`src/rtl/aes_pkg.sv`:
```
// Shared AES definitions: forward S-box, round constants, key-expansion
// FSM states and the AES-128 size constants.
package aes_pkg;

    localparam int NK = 4;
    localparam int NR = 10;

    typedef enum logic [0:0] {
        IDLE   = 1'b0,
        EXPAND = 1'b1
    } kx_state_t;

    localparam logic [7:0] SBOX [256] = '{
        8'h63, 8'h7c, 8'h77, 8'h7b, 8'hf2, 8'h6b, 8'h6f, 8'hc5, 8'h30, 8'h01, 8'h67, 8'h2b, 8'hfe, 8'hd7, 8'hab, 8'h76,
        8'hca, 8'h82, 8'hc9, 8'h7d, 8'hfa, 8'h59, 8'h47, 8'hf0, 8'had, 8'hd4, 8'ha2, 8'haf, 8'h9c, 8'ha4, 8'h72, 8'hc0,
        8'hb7, 8'hfd, 8'h93, 8'h26, 8'h36, 8'h3f, 8'hf7, 8'hcc, 8'h34, 8'ha5, 8'he5, 8'hf1, 8'h71, 8'hd8, 8'h31, 8'h15,
        8'h04, 8'hc7, 8'h23, 8'hc3, 8'h18, 8'h96, 8'h05, 8'h9a, 8'h07, 8'h12, 8'h80, 8'he2, 8'heb, 8'h27, 8'hb2, 8'h75,
        8'h09, 8'h83, 8'h2c, 8'h1a, 8'h1b, 8'h6e, 8'h5a, 8'ha0, 8'h52, 8'h3b, 8'hd6, 8'hb3, 8'h29, 8'he3, 8'h2f, 8'h84,
        8'h53, 8'hd1, 8'h00, 8'hed, 8'h20, 8'hfc, 8'hb1, 8'h5b, 8'h6a, 8'hcb, 8'hbe, 8'h39, 8'h4a, 8'h4c, 8'h58, 8'hcf,
        8'hd0, 8'hef, 8'haa, 8'hfb, 8'h43, 8'h4d, 8'h33, 8'h85, 8'h45, 8'hf9, 8'h02, 8'h7f, 8'h50, 8'h3c, 8'h9f, 8'ha8,
        8'h51, 8'ha3, 8'h40, 8'h8f, 8'h92, 8'h9d, 8'h38, 8'hf5, 8'hbc, 8'hb6, 8'hda, 8'h21, 8'h10, 8'hff, 8'hf3, 8'hd2,
        8'hcd, 8'h0c, 8'h13, 8'hec, 8'h5f, 8'h97, 8'h44, 8'h17, 8'hc4, 8'ha7, 8'h7e, 8'h3d, 8'h64, 8'h5d, 8'h19, 8'h73,
        8'h60, 8'h81, 8'h4f, 8'hdc, 8'h22, 8'h2a, 8'h90, 8'h88, 8'h46, 8'hee, 8'hb8, 8'h14, 8'hde, 8'h5e, 8'h0b, 8'hdb,
        8'he0, 8'h32, 8'h3a, 8'h0a, 8'h49, 8'h06, 8'h24, 8'h5c, 8'hc2, 8'hd3, 8'hac, 8'h62, 8'h91, 8'h95, 8'he4, 8'h79,
        8'he7, 8'hc8, 8'h37, 8'h6d, 8'h8d, 8'hd5, 8'h4e, 8'ha9, 8'h6c, 8'h56, 8'hf4, 8'hea, 8'h65, 8'h7a, 8'hae, 8'h08,
        8'hba, 8'h78, 8'h25, 8'h2e, 8'h1c, 8'ha6, 8'hb4, 8'hc6, 8'he8, 8'hdd, 8'h74, 8'h1f, 8'h4b, 8'hbd, 8'h8b, 8'h8a,
        8'h70, 8'h3e, 8'hb5, 8'h66, 8'h48, 8'h03, 8'hf6, 8'h0e, 8'h61, 8'h35, 8'h57, 8'hb9, 8'h86, 8'hc1, 8'h1d, 8'h9e,
        8'he1, 8'hf8, 8'h98, 8'h11, 8'h69, 8'hd9, 8'h8e, 8'h94, 8'h9b, 8'h1e, 8'h87, 8'he9, 8'hce, 8'h55, 8'h28, 8'hdf,
        8'h8c, 8'ha1, 8'h89, 8'h0d, 8'hbf, 8'he6, 8'h42, 8'h68, 8'h41, 8'h99, 8'h2d, 8'h0f, 8'hb0, 8'h54, 8'hbb, 8'h16
    };

    // Index 0 is unused; rounds 1..10 take entries 1..10.
    localparam logic [7:0] RCON [11] = '{
        8'h00, 8'h01, 8'h02, 8'h04, 8'h08, 8'h10, 8'h20, 8'h40, 8'h80, 8'h1b, 8'h36
    };

    function automatic logic [7:0] rcon_of(input logic [3:0] round);
        logic [7:0] val;
        if (round <= 4'd10) begin
            val = RCON[round];
        end else begin
            val = 8'h00;
        end
        return val;
    endfunction

endpackage

```
`src/rtl/keyexp_subword.sv`:
```
// Combinational SubWord: forward S-box applied to each byte of a 32-bit word.
module keyexp_subword
    import aes_pkg::*;
(
    input  logic [31:0] word_val,
    output logic [31:0] sub_val
);

    // Four independent byte lookups, byte positions preserved.
    always_comb begin
        sub_val = {SBOX[word_val[31:24]], SBOX[word_val[23:16]],
                   SBOX[word_val[15:8]],  SBOX[word_val[7:0]]};
    end

endmodule

```
`src/rtl/keyexpand.sv`:
```
// Iterative AES-128 key expansion, one round key per clock.
// Build option KEYEXP_RESTART_EN: a start while busy restarts with the new key.
module keyexpand
    import aes_pkg::*;
#(
    parameter int Nk = NK,
    parameter int Nr = NR
) (
    input  logic          iClk,
    input  logic          iRst,
    input  logic          iKeyStart,
    input  logic [127:0]  iKey,
    output logic          oKeyBusy,
    output logic [10:0]   oKeyRoundReady,
    output logic [127:0]  oKeyRound00,
    output logic [127:0]  oKeyRound01,
    output logic [127:0]  oKeyRound02,
    output logic [127:0]  oKeyRound03,
    output logic [127:0]  oKeyRound04,
    output logic [127:0]  oKeyRound05,
    output logic [127:0]  oKeyRound06,
    output logic [127:0]  oKeyRound07,
    output logic [127:0]  oKeyRound08,
    output logic [127:0]  oKeyRound09,
    output logic [127:0]  oKeyRound10
);

    kx_state_t      state_r;
    logic [3:0]     round_r;
    logic           busy_r;
    logic [10:0]    ready_r;
    logic [127:0]   keys_r [11];

    logic           accept_s;
    logic [127:0]   prev_s;
    logic [31:0]    rot_s;
    logic [31:0]    sub_s;
    logic [31:0]    t_s;
    logic [127:0]   next_s;

`ifdef KEYEXP_RESTART_EN
    assign accept_s = iKeyStart;
`else
    assign accept_s = iKeyStart && (state_r == IDLE);
`endif

    // Previous round key, selected by the current round counter.
    always_comb begin
        prev_s = 128'h0;
        case (round_r)
            4'd1:    prev_s = keys_r[0];
            4'd2:    prev_s = keys_r[1];
            4'd3:    prev_s = keys_r[2];
            4'd4:    prev_s = keys_r[3];
            4'd5:    prev_s = keys_r[4];
            4'd6:    prev_s = keys_r[5];
            4'd7:    prev_s = keys_r[6];
            4'd8:    prev_s = keys_r[7];
            4'd9:    prev_s = keys_r[8];
            4'd10:   prev_s = keys_r[9];
            default: prev_s = 128'h0;
        endcase
    end

    assign rot_s = {prev_s[103:96], prev_s[127:104]};

    keyexp_subword u_subword (
        .word_val (rot_s),
        .sub_val  (sub_s)
    );

    // Round function: Rcon on the rotated/substituted w3, then the word XOR chain.
    always_comb begin
        t_s          = sub_s ^ {24'h0, rcon_of(round_r)};
        next_s[31:0]   = prev_s[31:0]   ^ t_s;
        next_s[63:32]  = prev_s[63:32]  ^ next_s[31:0];
        next_s[95:64]  = prev_s[95:64]  ^ next_s[63:32];
        next_s[127:96] = prev_s[127:96] ^ next_s[95:64];
    end

    // FSM, round counter, round-key and ready registers.
    always_ff @(posedge iClk) begin
        if (iRst) begin
            state_r <= IDLE;
            round_r <= 4'd0;
            busy_r  <= 1'b0;
            ready_r <= 11'h000;
            for (int i = 0; i < 11; i++) begin
                keys_r[i] <= 128'h0;
            end
        end else if (accept_s) begin
            state_r   <= EXPAND;
            round_r   <= 4'd1;
            busy_r    <= 1'b1;
            ready_r   <= 11'h001;
            keys_r[0] <= iKey[32*Nk-1:0];
        end else begin
            case (state_r)
                IDLE: begin
                    state_r <= IDLE;
                end
                EXPAND: begin
                    for (int i = 1; i < 11; i++) begin
                        if (round_r == 4'(i)) begin
                            keys_r[i]  <= next_s;
                            ready_r[i] <= 1'b1;
                        end
                    end
                    if (round_r == 4'(Nr)) begin
                        state_r <= IDLE;
                        round_r <= 4'd0;
                        busy_r  <= 1'b0;
                    end else begin
                        round_r <= round_r + 4'd1;
                    end
                end
                default: begin
                    state_r <= IDLE;
                    round_r <= 4'd0;
                    busy_r  <= 1'b0;
                end
            endcase
        end
    end

    assign oKeyBusy       = busy_r;
    assign oKeyRoundReady = ready_r;
    assign oKeyRound00    = keys_r[0];
    assign oKeyRound01    = keys_r[1];
    assign oKeyRound02    = keys_r[2];
    assign oKeyRound03    = keys_r[3];
    assign oKeyRound04    = keys_r[4];
    assign oKeyRound05    = keys_r[5];
    assign oKeyRound06    = keys_r[6];
    assign oKeyRound07    = keys_r[7];
    assign oKeyRound08    = keys_r[8];
    assign oKeyRound09    = keys_r[9];
    assign oKeyRound10    = keys_r[10];

endmodule

```
`config.mk`:
```
export PLATFORM = sky130hd
export DESIGN_NAME = keyexpand
export DESIGN_NICKNAME = d
export VERILOG_FILES = /design/src/rtl/aes_pkg.sv /design/src/rtl/keyexp_subword.sv /design/src/rtl/keyexpand.sv
export SDC_FILE = /design/constraint.sdc
export NUM_CORES = 2
export LEC_CHECK = 0
export BUFFER_PORTS_ARGS = -buffer_cell sky130_fd_sc_hd__buf_2
export CORE_AREA = 2 2 607 609
export CTS_CLUSTER_SIZE = 14
export DETAILED_ROUTE_END_ITERATION = 8
export DIE_AREA = 0 0 609 611
export PLACE_DENSITY = 0.44
export SYNTH_ARGS = -nofsm -noshare
export SYNTH_HDL_FRONTEND = slang
export SYNTH_SLANG_ARGS = --single-unit
```
`constraint.sdc`:
```
create_clock -name iClk -period 6.85 [get_ports iClk]
set_clock_uncertainty 0.05 [all_clocks]
set_input_delay 1.0275 -clock iClk [delete_from_list [all_inputs] [get_ports iClk]]
set_output_delay 1.0275 -clock iClk [all_outputs]
set_load 0.01 [all_outputs]
```
After elaboration in Yosys (flattened, before gate mapping)
Memory sizes are Yosys's and may differ from the RTL's. Cells that the tools add are included.

Bits in registers: 17. RAM bits: 1408. ROM bits: 8320. Word-level logic and storage cells: 162. Memories kept: 6.

Add/subtract/negate cells: 1. Order comparisons: 6. Equality and inequality tests: 10. Multiplexer cells: 87. Bitwise operators: 22. Reduce and logical (&&, ||, !) cells: 15.

Memories: (name not given) (words 256, width 8, rd ports 1, clocked after memory_dff 0, wr ports 0, line keyexp_subword.sv:11) `sub_val = {SBOX[word_val[31:24]], SBOX[word_val[23:16]],`; (name not given) (words 256, width 8, rd ports 1, clocked after memory_dff 0, wr ports 0, line keyexp_subword.sv:11); (name not given) (words 256, width 8, rd ports 1, clocked after memory_dff 0, wr ports 0, line keyexp_subword.sv:12) `SBOX[word_val[15:8]], SBOX[word_val[7:0]]};`; (name not given) (words 256, width 8, rd ports 1, clocked after memory_dff 0, wr ports 0, line keyexp_subword.sv:12); keys_r (words 11, width 128, rd ports 11, clocked after memory_dff 0, wr ports 11, line keyexpand.sv:32) `logic [127:0] keys_r [11];`; (name not given) (words 16, width 8, rd ports 1, clocked after memory_dff 0, wr ports 0, line aes_pkg.sv:40) `val = RCON[round];`.

Operator list (count): two-way mux 128 bit (11); case mux 128 bit (10 select lines) (1); bitwise XOR 32 bit (4); two-way mux 8 bit (11); two-way mux 1 bit (62); greater-or-equal comparator 9 bit (second input constant) (4); NOT 8 -> 9 bit (4); bitwise XOR 32 x 8 -> 32 bit (1); AND reduction 2 bit (11); == test 4 x 3 -> 1 bit (second input constant) (4); == test 4 bit (second input constant) (3); OR 1 bit (11); == test 4 x 2 -> 1 bit (second input constant) (2); greater-or-equal comparator 5 bit (second input constant) (1); NOT 4 -> 5 bit (1); adder 4 x 1 -> 4 bit (second input constant) (1); == test 4 x 1 -> 1 bit (second input constant) (1); less-or-equal comparator 4 bit (second input constant) (1); two-way mux 4 bit (1); nonzero test 2 bit (2); case mux 1 bit (2 select lines) (1); OR reduction 2 bit (1); logical AND 1 bit (1); NOT 1 bit (1).

Longest topological paths before layout
Depth after elaboration: 12. Depth in mapped cells: 22.

Modules after synthesis
From an unflattened synthesis, not the netlist that was laid out.

Cell total of the unflattened synthesis: 7125. Area total of the unflattened synthesis: 76499.6 um^2.

By module, submodules not included: keyexpand (instances 1, cells an instance 4899, area each 63015.4 um^2, seq. area each 42620.9 um^2); keyexp_subword (instances 1, cells an instance 2226, area each 13484.2 um^2, seq. area each 0.0 um^2).

Worst setup path before layout
OpenSTA, ideal clock, no wires.

Path type: reg2reg. From: register round_r[3]. To: memory keys_r[9][0] (enable). Setup time: 492 ps. Data arrival time: 5431 ps. Required time: 6308 ps. Slack: 877 ps. Stages on the path, launching flop included: 14. Period minus slack after synthesis: 5973 ps. Cells stage by stage: dfxtp_1 -> buf_4 -> buf_4 -> buf_4 -> buf_4 -> buf_4 -> nor4bb_1 -> buf_2 -> buf_2 -> buf_2 -> buf_2 -> buf_1 -> nand2_1 -> nand2_1.

RTL lines: start, declared (line keyexpand.sv:29) `logic [3:0] round_r;`; start signal, assigned (line keyexpand.sv:114) `round_r <= round_r + 4'd1;`; end, declared (line keyexpand.sv:32).

==> impl_results.md <==
* Yosys top cell by area: edfxtp_1
* Commonest cells in the netlist: edfxtp_1 (1408), nor2_1 (1288), clkbuf_1 (404)
* Power Density at 289 nW/um2
* Final min period at 6790 ps
* Setup Buffers After CTS at 0
* Clk slew on worst S/H paths at 60 ps
* Share of post-route cells with drive strength above 1 at 0.305
* First-pass GRT wire length at 783000 um
* Post-route ant nets at 0
* Final setup margin at 60.2 ps
* Netlist cell types at 114
* Main combinational cell family by area after synthesis: compound AO/OA/AOI/OAI gates
* Synthesis Warnings at 0
* Initial DRC count at 12400
* Post-Synth XOR/XNOR Area at 0.0264
* Critical path class: reg -> reg
* Syn Std Cell Area at 74600 um2
* Post-Syn Nets at 6959
* Die Width at 609 um
* Post-synthesis compound-gate area fraction at 0.177
* Status: finished, violations left
* # DRC at 0
* Share of the synthesized area in the top cell type at 0.566
* GPL Wtd Cong at 0.949
* CP startpoint kind: register
* Die H at 611 um
* Failing checks: slew limit
* Power Total at 28.3 mW
* Core Box Area at 365000 um2
* CP Capture Type: register
* CTS Root Cell: clkbuf_16
* Synth Area in Adders at 0.00955
* Initial antenna violation count at 59
* Post-detailed-placement half-perimeter wirelength at 460000 um
* Largest net degree at the start of global routing at 112
* LEAKAGE at 38.6 nW
* Overall routing resource usage at 0.317
* Grt ovf at 0
* Unrepaired setup endpoints after global routing: false
* Layout area overhead at 31.1%
* Post-synth EDFFs at 1408
* VDD IR max at 0.236 mV
* Largest cells by area after synthesis: edfxtp_1 (57%), nor2_1 (6.5%), a21oi_1 (2.3%), clkbuf_1 (2.0%), mux2i_1 (1.9%)
* FF+latch count, synth at 1425
* Worst slew pin tran at 1790 ps
* Depth of the CTS H-tree at 4
* Final period util at 0.991
* Simple-gate area share of the yosys netlist at 0.150
* PostCTS Resize Cnt at 0
* Drt total wl at 617000 um
* Cts hold-fix bufs at 0
* Maxcap violations at 0
* Mean Syn Cell Area at 11.0 um2
* Vias in the first global route at 71000
* Final #Nets at 8625
* F_max at 147 MHz
* Mux cell area share after synthesis at 0.0236
* Clock sink count at 1425
* Cell with the most instances after synthesis: edfxtp_1
* Per-cell routed wire length at 46.0 um
* Std cell rows at 222
* Slew Limit Fails at 55
* Critical Path RT at 7340 ps
* Die area at 372000 um2
* Arr. time, crit path at 7280 ps
* Ys flop type: edfxtp_1
* CTS buffer count at 176
* CTS tree: built
* Number of top-level pins at 1551
* Longest Clk Path Bufs at 4
* Worst Path Max Fanout at 28
* Clock Latency Late Sink at 950 ps
* Via count at 75700
* Hold Violations, Final at 0
* First-pass iteration count of the detailed router at 9
* Hold slack at 334 ps
* Dpl ws at 225 ps
* # port buffers at 1550
* Seq/Total Area, Yosys at 0.571
* Post-synthesis cell count at 6771
* HP Class: in -> reg
* Via-per-instance ratio at 5.64
* Async S/R FF share, synth at 0
* Finish-stage setup viols at 0
* Relative slew margins at -0.193
* Initial Utilization at 0.205
[kinds of logic (layout without fill, tap and decap cells)]
logic type               count (synthesis)  count (layout)
XOR/XNOR                               183             183
multiplexers                           167             167
other                                    0              36
buffers and inverters                  721            2524
adder cells (fa/ha/maj)                 57              57
AND/OR/NAND/NOR                       2423            2423
flip-flops                            1425            1425
AO/OA/AOI/OAI                         1795            1795
[stage by stage]
step | util | TNS (ps) | instance area (um2) | std cells
global placement | 0.252 | -368 | 92100 | 13100
finish | 0.268 | 0 | 97900 | 13400
CTS | 0.268 | 0 | 97800 | 13400
floorplan | - | 0 | 74600 | 6771
detailed placement | 0.252 | 0 | 92100 | 13100
global route | 0.268 | 0 | 97800 | 13400
[area by class of cell]
type	count	area (um2)
repair buffers	2157	13700
multi-input cells	4625	29600
inverters	52	210
clock buffers	211	4540
fillers	38800	267000
clock inverters	104	1120
diodes	36	90.1
flip-flops and latches	1425	42600
well taps	4816	6030
[routing by layer]
layer / vias to the layer above / part of all wire / global-route usage
met5: - / 0.00015 / 0
met4: 14 / 0.069 / 0.181
met3: 1004 / 0.089 / 0.0721
met2: 5515 / 0.46 / 0.511
met1: 39600 / 0.38 / 0.388
li1: 29500 / - / -
[final timing paths]
path         depth (start not counted)                             end                            from  slack (ps)
max reg2reg                         19     keys_r[8][94]$_SDFFCE_PN0P_         round_r[1]$_SDFFE_PP0P_          60
min reg2reg                          2  oKeyRoundReady[7]$_SDFFE_PP0P_  oKeyRoundReady[7]$_SDFFE_PP0P_         400
max                                 19     keys_r[8][94]$_SDFFCE_PN0P_         round_r[1]$_SDFFE_PP0P_          60
min                                  2     keys_r[0][32]$_SDFFCE_PN0P_                        iKey[32]         330
[worst max-delay path, stage by stage, from the launching register on]
cell       delay [ps]
dfxtp_4           650
buf_4             420
and4b_4           340
and2_0            510
or4_1             500
inv_2             180
ha_1              240
a41oi_1           840
buf_4             290
o21ai_0           130
buf_4             190
a311oi_1          510
nor4_1            160
a2111oi_0         510
buf_4             210
nor4_2             30
buf_4             190
nand2_1           200
buf_12            180
nor2_1             60
[cells in the final DEF (no fill, tap or decap), drive strengths merged, types with 56 or more instances in the layout]
master	instances
clkbuf	211
nand2	260
a221oi	128
a21oi	358
mux2i	146
buf	2157
nor2	1291
o211ai	76
nor3	225
clkinv	76
a311oi	63
ha	57
a211oi	112
xnor2	126
inv	56
a222oi	126
a22oi	80
and3	178
a22o	79
edfxtp	1408
o21ai	243
nand3b	58
nand3	199
[flip-flops by register name, indices dropped and copies added, names as in the netlist]
name and cells:
keys_r 1408, oKeyBusy 1, oKeyRoundReady 11, round_r 4, state_r 1
[power breakdown]
group | switching (mW) | internal, mW
Combinational | 5.76 | 2.25
Sequential | 0.500 | 10.1
Clock | 4.24 | 5.39
Total | 10.5 | 17.8
Power figures use the tool's default switching activity.
